**src/rtl/pong_ball_engine.sv**
```systemverilog
// Pong ball/paddle physics: registered ball position, paddle positions and miss pulses,
// all advanced on the one-cycle tick strobe.
module pong_ball_engine #(
    parameter int H_RES       = 640,
    parameter int V_RES       = 480,
    parameter int BALL_SIZE   = 8,
    parameter int PADDLE_H    = 80,
    parameter int PADDLE_W    = 10,
    parameter int PADDLE_X1   = 20,
    parameter int PADDLE_X2   = 610,
    parameter int PADDLE_STEP = 4,
    parameter int SPEED_BASE  = 2,
    parameter int SPEED_MAX   = 6,
    parameter int MIN_START   = 3
) (
    input  logic       clk,
    input  logic       rst,
    input  logic       tick,
    input  logic       stop,
    input  logic       up1,
    input  logic       down1,
    input  logic       up2,
    input  logic       down2,
    input  logic [3:0] min,
    output logic [9:0] ball_x,
    output logic [9:0] ball_y,
    output logic [9:0] paddle1_q,
    output logic [9:0] paddle2_q,
    output logic       miss1,
    output logic       miss2
);

    localparam logic [10:0] CX      = 11'((H_RES - BALL_SIZE) / 2);
    localparam logic [10:0] CY      = 11'((V_RES - BALL_SIZE) / 2);
    localparam logic [10:0] X_MAX   = 11'(H_RES - BALL_SIZE);
    localparam logic [10:0] Y_MAX   = 11'(V_RES - BALL_SIZE);
    localparam logic [10:0] B_SIZE  = 11'(BALL_SIZE);
    localparam logic [10:0] P_H     = 11'(PADDLE_H);
    localparam logic [10:0] P_MAX   = 11'(V_RES - PADDLE_H);
    localparam logic [10:0] P_RST   = 11'((V_RES - PADDLE_H) / 2);
    localparam logic [10:0] P_STEP  = 11'(PADDLE_STEP);
    localparam logic [10:0] P1_FACE = 11'(PADDLE_X1 + PADDLE_W);
    localparam logic [10:0] P2_FACE = 11'(PADDLE_X2);
    localparam logic [10:0] P2_STOP = 11'(PADDLE_X2 - BALL_SIZE);
    localparam logic [10:0] S_BASE  = 11'(SPEED_BASE);
    localparam logic [10:0] S_MAX   = 11'(SPEED_MAX);
    localparam logic [10:0] M_START = 11'(MIN_START);

    typedef enum logic [1:0] {SERVE, MOVE, MISS} state_e;

    state_e      state_q, state_d;
    logic [9:0]  x_q, x_d, y_q, y_d;
    logic [9:0]  p1_q, p1_d, p2_q, p2_d;
    logic        dirx_q, dirx_d;   // 1 = right
    logic        diry_q, diry_d;   // 1 = down
    logic        miss1_q, miss1_d, miss2_q, miss2_d;

    logic [10:0] min_w, spd_raw, spd;
    logic [10:0] wx, wy, wp1, wp2, nx, ny;
    logic        ndx, ndy, ov1, ov2, hit1, hit2, m1, m2, move_en;

    function automatic logic [9:0] paddle_next(input logic [9:0] p, input logic up, input logic dn);
        logic [10:0] w;
        w = {1'b0, p};
        if (up && !dn)
            w = (w >= P_STEP) ? w - P_STEP : 11'd0;
        else if (dn && !up)
            w = (w + P_STEP > P_MAX) ? P_MAX : w + P_STEP;
        return 10'(w);
    endfunction

    // Speed ramps up as the clock runs down; minutes above the start value never slow it.
    always_comb begin
        min_w   = {7'd0, min};
        spd_raw = (min_w >= M_START) ? S_BASE : S_BASE + (M_START - min_w);
        spd     = (spd_raw > S_MAX) ? S_MAX : spd_raw;
    end

    assign move_en = (state_q == MOVE) && tick && !stop;

    // Candidate ball step from the current position, evaluated every cycle.
    always_comb begin
        wx   = {1'b0, x_q};
        wy   = {1'b0, y_q};
        wp1  = {1'b0, p1_q};
        wp2  = {1'b0, p2_q};
        nx   = wx;
        ny   = wy;
        ndx  = dirx_q;
        ndy  = diry_q;
        m1   = 1'b0;
        m2   = 1'b0;
        ov1  = (wy + B_SIZE > wp1) && (wy < wp1 + P_H);
        ov2  = (wy + B_SIZE > wp2) && (wy < wp2 + P_H);
        hit1 = 1'b0;
        hit2 = 1'b0;

        if (!diry_q) begin
            if (wy < spd) begin
                ny  = 11'd0;
                ndy = 1'b1;
            end else begin
                ny = wy - spd;
            end
        end else begin
            if (wy + spd >= Y_MAX) begin
                ny  = Y_MAX;
                ndy = 1'b0;
            end else begin
                ny = wy + spd;
            end
        end

        if (!dirx_q) begin
            hit1 = (wx >= P1_FACE) && (wx - spd < P1_FACE) && ov1;
            if (hit1) begin
                nx  = P1_FACE;
                ndx = 1'b1;
            end else if (wx < spd) begin
                m1 = 1'b1;
            end else begin
                nx = wx - spd;
            end
        end else begin
            hit2 = (wx + B_SIZE <= P2_FACE) && (wx + spd + B_SIZE > P2_FACE) && ov2;
            if (hit2) begin
                nx  = P2_STOP;
                ndx = 1'b0;
            end else if (wx + spd >= X_MAX) begin
                m2 = 1'b1;
            end else begin
                nx = wx + spd;
            end
        end

        // A miss re-centres the ball and serves toward the player who missed.
        if (m1 || m2) begin
            nx  = CX;
            ny  = CY;
            ndx = m2;
            ndy = diry_q;
        end
    end

    always_ff @(posedge clk or negedge rst) begin
        if (!rst) state_q <= SERVE;
        else      state_q <= state_d;
    end

    always_comb begin
        state_d = state_q;
        case (state_q)
            SERVE:   if (tick && !stop)         state_d = MOVE;
            MOVE:    if (move_en && (m1 || m2)) state_d = MISS;
            MISS:    if (stop)                  state_d = SERVE;
            default:                            state_d = SERVE;
        endcase
    end

    always_comb begin
        x_d     = x_q;
        y_d     = y_q;
        dirx_d  = dirx_q;
        diry_d  = diry_q;
        p1_d    = p1_q;
        p2_d    = p2_q;
        miss1_d = 1'b0;
        miss2_d = 1'b0;

        if (state_q != MOVE) begin
            x_d = 10'(CX);
            y_d = 10'(CY);
        end else if (move_en) begin
            x_d     = 10'(nx);
            y_d     = 10'(ny);
            dirx_d  = ndx;
            diry_d  = ndy;
            miss1_d = m1;
            miss2_d = m2;
        end

        if (tick) begin
            p1_d = paddle_next(p1_q, up1, down1);
            p2_d = paddle_next(p2_q, up2, down2);
        end
    end

    always_ff @(posedge clk or negedge rst) begin
        if (!rst) begin
            x_q     <= 10'(CX);
            y_q     <= 10'(CY);
            dirx_q  <= 1'b1;
            diry_q  <= 1'b1;
            p1_q    <= 10'(P_RST);
            p2_q    <= 10'(P_RST);
            miss1_q <= 1'b0;
            miss2_q <= 1'b0;
        end else begin
            x_q     <= x_d;
            y_q     <= y_d;
            dirx_q  <= dirx_d;
            diry_q  <= diry_d;
            p1_q    <= p1_d;
            p2_q    <= p2_d;
            miss1_q <= miss1_d;
            miss2_q <= miss2_d;
        end
    end

    assign ball_x    = x_q;
    assign ball_y    = y_q;
    assign paddle1_q = p1_q;
    assign paddle2_q = p2_q;
    assign miss1     = miss1_q;
    assign miss2     = miss2_q;

endmodule

```
**config.mk**
```make
export PLATFORM = sky130hd
export DESIGN_NAME = pong_ball_engine
export DESIGN_NICKNAME = d
export VERILOG_FILES = /design/src/rtl/pong_ball_engine.sv
export SDC_FILE = /design/constraint.sdc
export NUM_CORES = 1
export LEC_CHECK = 0
export ABC_AREA = 0
export BUFFER_PORTS_ARGS = -buffer_cell sky130_fd_sc_hd__buf_2
export CAP_MARGIN = 20
export CORE_MARGIN = 2
export CORE_UTILIZATION = 57
export CTS_BUF_LIST = sky130_fd_sc_hd__clkbuf_2 sky130_fd_sc_hd__clkbuf_4 sky130_fd_sc_hd__clkbuf_8
export DETAILED_ROUTE_END_ITERATION = 8
export PLACE_DENSITY = 0.86
export SYNTH_ARGS = -nofsm -noshare
export SYNTH_HDL_FRONTEND = slang
export SYNTH_SLANG_ARGS = --single-unit
```
**constraint.sdc**
```tcl
create_clock -name clk -period 3.24 [get_ports clk]
set_input_delay 0.324 -clock clk [delete_from_list [all_inputs] [get_ports clk]]
set_output_delay 0.324 -clock clk [all_outputs]
set_load 0.03 [all_outputs]
```
==> results.ini, run 1 <==
[yosys]
synth_area_leader_cell=ha_1
ys_ff_latch=42
ys_seq_area_share_pct=17.7
synth_cell_types=77
synth_edf_count=0
syn_area_mm2=0.00606
yosysTopAreaCellShare_pct=19.4
synth_area_leaders=ha_1 19%, dfrtp_1 9.9%, dfstp_2 7.8%
synthCells=772
async_reset_ff_share_pct=100
yosys_warnings=0
syn_avg_cell_area_um2=7.85
ys.flop_type=dfrtp_1

[floorplanning]
dieWidth_um=107
dieArea_mm2=0.0115
rows=37
start_util_pct=58.7
core_mm2=0.0103
ioPinCount=54
die_h_um=107

[sta]
rsz0062_at_grt=yes
finalWorstSetupSlack_ps=-1200
whs_ps=165
tightest_slew_ps=1090
final_hold_viol_count=0
fmax_ghz=0.225
period_share_pct=137
skew_ps=21.4
slew_viol_final=0
period_needed_ps=4440
setup-violations-final=26
relSlewSlack_pct=26.9

[clock_tree]
cts_root_buffer=clkbuf_8
cts_htree_levels=2
postCtsHoldBufs=0
clockBufferDepth=2
clock_latency_ps=320
clk_transition_reported_paths_ps=110
numCtsBuffers=5
tritoncts=done
clock_sinks=42

[power_and_ir_drop]
leakage_nw=3.68
seqPwrFrac_pct=17.2
p_switching_mw=2.49
p_per_area_mw_per_mm2=602
ir_drop_mv=0.477
p_sw_share_pct=51.5
clock_power_share_pct=8.0
p_comb_share_pct=74.9
internal-power_mw=2.34
p_total_mw=4.83

[critical_path]
crit_path_top_delay_cell=fa_1
worst-r2r-cell-count=15
required_ps=3470
startpoint=min[1]
setup.reg_to_reg.worst_slack_ps=-500
crit_fanout=8
start_kind=input port
crit_end=ball_y[5]$_DFFE_PN1P_
critical_path_class=in -> reg
cp.buffers_inverters=5
slowest_delay_ps=420
endpoint_kind=flip-flop
worstReg2RegEnd=ball_y[5]$_DFFE_PN1P_
path_delay_family=compound AO/OA/AOI/OAI gates
crit_chain=buf_12 > inv_12 > ha_4 > fa_1 > nand3b_1 > inv_2 > nand2_2 > a211oi_4 > ha_2 > inv_2 > fa_2 > nor2b_4 > o311a_1 > o21a_2 > o21ai_2 > xor2_1 > nand4_1 > nor4_4 > a2111o_1 > o211ai_4 > buf_12 > o32a_1
r2r-start=ball_x[0]$_DFFE_PN0P_
crit_arrival_ps=4670
cp.depth=22

[place]
hpwl_mm=14.5
numPortBuffers=49
gp_congestion=0.953
dp_slack_ps=-1530
placed_cell_area_mm2=0.00760

[outcome]
status=complete, but fails checks
violations=negative setup slack

[routing]
finalWirelength_mm=21.5
antenna_left=0
num_vias=7248
via_per_inst=6.52
route.detailed.drc=0
drt_first_pass_iters=6
wl_per_cell_um=19.4
dr.first_iter.drc_count=910

[final_layout]
area_growth_pct=32.4
fin_area_mm2=0.00802
fin_util_pct=77.7
final_layout_size_suffix_gt1_share_pct=30.2
layout_commonest_cell=buf_4
nNetsFinal=1086
antennaDiodeCount=0
layout_common_cells=152 x buf_4, 90 x ha_1, 60 x nand2_1

[global_route]
grt_pass1_vias=6664
grt.total_usage_pct=33.9
grt_pass1_wl_mm=31.6
grt_max_degree=43
antenna_found_initial=0
grt-ovfl-total=0

[worst_hold_path]
hold_path_class=in -> async

[flow_run]
drv_cap=0

[layer usage]
metal / GRT usage [%] / up-vias / wire length, um
li1: - / 3186 / -
met1: 42.3 / 3395 / 8060
met2: 59.6 / 537 / 10200
met3: 4.86 / 130 / 2160
met4: 11.4 / 0 / 1140
met5: 0 / - / 0
[cell type report]
| type | instances | area (um2) |
|---|---|---|
| well taps | 136 | 170 |
| inverters | 57 | 226 |
| clock inverters | 3 | 26.3 |
| flip-flops and latches | 42 | 1070 |
| repair buffers | 205 | 1460 |
| clock buffers | 5 | 68.8 |
| multi-input cells | 664 | 4990 |
| fillers | 666 | 2300 |
[state kept, by name, summed over array words and instances (netlist names), 2 cells and up]
name	cells
ball_x	10
ball_y	10
paddle1_q	8
paddle2_q	8
state_q	2
[cells by family (layout without fill, tap and decap cells)]
| group | Yosys count | after routing | synth area share [%] |
|---|---|---|---|
| adders and majority gates | 99 | 99 | 21.1 |
| and+or+nand+nor | 252 | 252 | 21.0 |
| DFF | 42 | 42 | 17.7 |
| buffers and inverters | 99 | 270 | 6.86 |
| AOI/OAI and AO/OA | 241 | 241 | 27.7 |
| xor gates and xnor gates | 33 | 33 | 4.77 |
| muxes | 4 | 4 | 0.744 |
| other | 2 | 35 | 0.124 |
[per-stage QoR]
| step | TNS [ps] | std cells |
|---|---|---|
| finish | -27190 | 1112 |
| global route | -29640 | 1112 |
| CTS | -27150 | 1110 |
| detailed placement | -37320 | 1096 |
| global placement | -33480 | 1096 |
| floorplan | -26380 | 805 |
[timing repair]
action,CTS,global route
endpoints found under the setup margin,26,26
gates resized for setup,15,42
setup buffers,6,3
pin swaps,14,10
[power groups by stage]
stage	Combinational [mW]	Sequential [mW]	Clock, mW
final	3.62	0.829	0.384
after global routing	3.90	0.843	0.401
after CTS	3.35	0.812	0.378
after detailed placement	3.26	0.819	0
after global placement	3.14	0.813	0
after floorplan	1.93	1.02	0
[synth_stat cells, types with 18 or more instances]
cell type,number
a21oi_1,60
clkbuf_1,32
dfrtp_1,24
dfstp_2,18
ha_1,94
inv_1,54
nand2_1,61
nand2b_1,20
nand3_1,20
nor2_1,55
nor3_1,22
o21ai_0,42
xnor2_1,24
[worst reg2reg max path, cell delays in order (launching register included)]
cell and delay, ps:
dfrtp_1 460, inv_1 110, ha_2 190, inv_2 40, fa_2 330, nor2b_4 140, o311a_1 310, o21a_2 250
o21ai_2 180, xor2_1 250, nand4_1 210, nor4_4 240, a2111o_1 270, o211ai_4 130, buf_12 170, o32a_1 370
[worst min path at each step]
stage / from / endpoint / slack [ps] / cells after the start
2_1_floorplan: rst / ball_x[0]$_DFFE_PN0P_ / 30 / 0
3_3_place_gp: state_q[0]$_DFFE_PN0P_ / state_q[1]$_DFFE_PN0P_ / 460 / 1
3_5_place_dp: state_q[0]$_DFFE_PN0P_ / state_q[1]$_DFFE_PN0P_ / 470 / 1
4_1_cts: rst / ball_y[0]$_DFFE_PN0P_ / 190 / 1
5_1_grt: rst / state_q[1]$_DFFE_PN0P_ / 230 / 1
6_report: rst / state_q[1]$_DFFE_PN0P_ / 170 / 1
Power figures use the tool's default switching activity.
==> run 2: changes to the inputs <==
ABC_AREA = 1   (was 0)
CORE_UTILIZATION = 45   (was 57)
PLACE_DENSITY = 0.71   (was 0.86)
==> run 2 against run 1 <==
  * Cell count rose by 20%
  * The flow still finishes with violations (negative setup slack)
  * Critical path type unchanged
  * Global-route usage fell by 10 points
  * Critical path depth rose by 7
  * Area after synthesis rose by 7.7%
==> results.ini, run 2 <==
[outcome]
status=complete, but fails checks
violations=negative setup slack

[sta]
setup-violations-final=26
tightest_slew_ps=989
period_share_pct=114
skew_ps=14.4
finalWorstSetupSlack_ps=-438
slew_viol_final=0
relSlewSlack_pct=34.1
fmax_ghz=0.272
rsz0062_at_grt=yes
final_hold_viol_count=0
tns_ps=-9790
period_needed_ps=3680

[yosys]
ys.flop_type=dfrtp_1
syn_area_mm2=0.00652
synth_edf_count=0
yosysTopAreaCellShare_pct=18.0
async_reset_ff_share_pct=100
syn_avg_cell_area_um2=6.71
ys_seq_area_share_pct=16.5
synth_cell_types=57
synth_commonest_cells=233 x nand2_1, 125 x inv_1, 94 x ha_1, 79 x nor2_1, 69 x nand3_1
synth_area_leaders=ha_1 18%, nand2_1 13%, dfrtp_1 9.2%
synth_area_leader_cell=ha_1
ys_ff_latch=42
yosys_warnings=0
synthCells=972
synth_most_common_cell=nand2_1

[routing]
wl_met2_mm=8.76
routedLengthMet1_mm=8.47
finalWirelength_mm=18.6
dr.first_iter.drc_count=437
drt_first_pass_iters=5
wl_met3_um=864
route.detailed.drc=0
routed.top_layer=met4
num_vias=6965
wl_per_cell_um=13.9
antenna_left=0
via_per_inst=5.22

[power_and_ir_drop]
ir_drop_mv=0.449
p_per_area_mw_per_mm2=638
p_sw_share_pct=53.4
p_total_mw=5.22
p_comb_share_pct=76.1
seqPwrFrac_pct=16.8
p_switching_mw=2.79
leakage_nw=4.26
internal-power_mw=2.43
clock_power_share_pct=7.2

[critical_path]
crit_path_top_delay_cell=fa_1
path_delay_family=simple AND/OR/NAND/NOR gates
cp.depth=29
slowest_delay_ps=410
crit_arrival_ps=3930
setup.reg_to_reg.worst_slack_ps=150
crit_fanout=6
required_ps=3500
crit_path_frequent_cell=nand2_2
start_kind=input port
worst-r2r-cell-count=18
cp.buffers_inverters=6
critical_path_class=in -> reg
startpoint=min[1]
endpoint_kind=flip-flop
worstReg2RegEnd=ball_x[5]$_DFFE_PN1P_
r2r-start=ball_y[3]$_DFFE_PN1P_
crit_end=ball_y[6]$_DFFE_PN1P_

[final_layout]
fin_area_mm2=0.00818
final_layout_size_suffix_gt1_share_pct=25.6
fillerInstances=1329
nNetsFinal=1264
fin_util_pct=58.2
layout_common_cells=221 x nand2_1, 120 x inv_1, 107 x buf_4
area_growth_pct=25.4
antennaDiodeCount=0
layout_commonest_cell=nand2_1

[floorplanning]
core_mm2=0.0140
dieWidth_um=124
start_util_pct=46.4
rows=43
dieArea_mm2=0.0155
ioPinCount=54
die_h_um=124

[clock_tree]
cts_htree_levels=2
clockBufferDepth=2
numCtsBuffers=5
tritoncts=done
cts_root_buffer=clkbuf_8
clk_transition_reported_paths_ps=100
clock_sinks=42
postCtsHoldBufs=0
clock_latency_ps=310

[place]
dp_slack_ps=-844
gp_congestion=0.931
hpwl_mm=14.9
placed_cell_area_mm2=0.00774
numPortBuffers=49

[global_route]
grt.total_usage_pct=23.6
grt_max_degree=43
antenna_found_initial=0
grt_pass1_wl_mm=30.9
grt_pass1_vias=6701
grt-ovfl-total=0

[flow_run]
drv_cap=0

[worst_hold_path]
hold_path_class=in -> async

run 2: worst reg2reg max path, delay by kind of cell (launching register included):
family	cells	cell delay (ps)
AND/OR/NAND/NOR	11	1420
XOR/XNOR	1	140
buffers and inverters	2	140
flip-flops	1	540
adder cells (fa/ha/maj)	2	510
AO/OA/AOI/OAI	2	280
run 2: layer usage:
layer	vias up	track usage (%)
li1	3525	-
met2	187	40.9
met1	3219	30.8
met4	0	7.73
met3	34	2.36
met5	-	0
run 2: worst min path at each step:
stage	end	from	slack, ps
detailed placement	diry_q$_DFFE_PN1P_	diry_q$_DFFE_PN1P_	510
finish	paddle2_q[9]$_DFFE_PN0P_	rst	170
CTS	paddle2_q[9]$_DFFE_PN0P_	rst	200
floorplan	ball_x[0]$_DFFE_PN0P_	rst	30
global placement	diry_q$_DFFE_PN1P_	diry_q$_DFFE_PN1P_	500
global route	paddle2_q[9]$_DFFE_PN0P_	rst	250
run 2: metrics by stage:
stage               instances  hold WS (ps)
floorplan                1005          28.4
global placement         1309           499
detailed placement       1309           506
CTS                      1329           197
global route             1334           247
finish                   1334           171
run 2: what timing repair did:
| action | 4_1_cts | 5_1_grt |
|---|---|---|
| gates cloned | 1 | 0 |
| pin swaps | 9 | 9 |
| endpoints found under the hold margin | 0 | 0 |
| resized for setup | 39 | 21 |
| endpoints found under the setup margin | 26 | 26 |
| setup buffers | 12 | 5 |
run 2: kinds of logic (layout without fill, tap and decap cells):
kind of cell               Yosys count  count (layout)  synth area share, %
AOI/OAI and AO/OA                  148             148                 13.9
xor gates and xnor gates            43              43                 5.77
adders and majority gates           99              99                 19.6
buffers and inverters              160             308                 10.4
DFF                                 42              42                 16.5
other                                2              35                0.115
and+or+nand+nor                    478             479                 33.7
run 2: area by class of cell:
cell class	count	area, um2	area share (%)
well taps	180	225	2.75
inverters	139	539	6.59
flip-flops and latches	42	1070	13.1
multi-input cells	804	5120	62.6
clock buffers	6	82.6	1.01
clock inverters	2	12.5	0.153
repair buffers	161	1130	13.8
run 2: power by group through the flow:
stage	combinational, mW	sequential [mW]	clock [mW]
4_1_cts	3.85	0.873	0.379
5_1_grt	4.44	0.895	0.397
3_5_place_dp	3.71	0.880	0
3_3_place_gp	3.66	0.878	0
2_1_floorplan	2.35	1.10	0
6_report	3.97	0.875	0.373
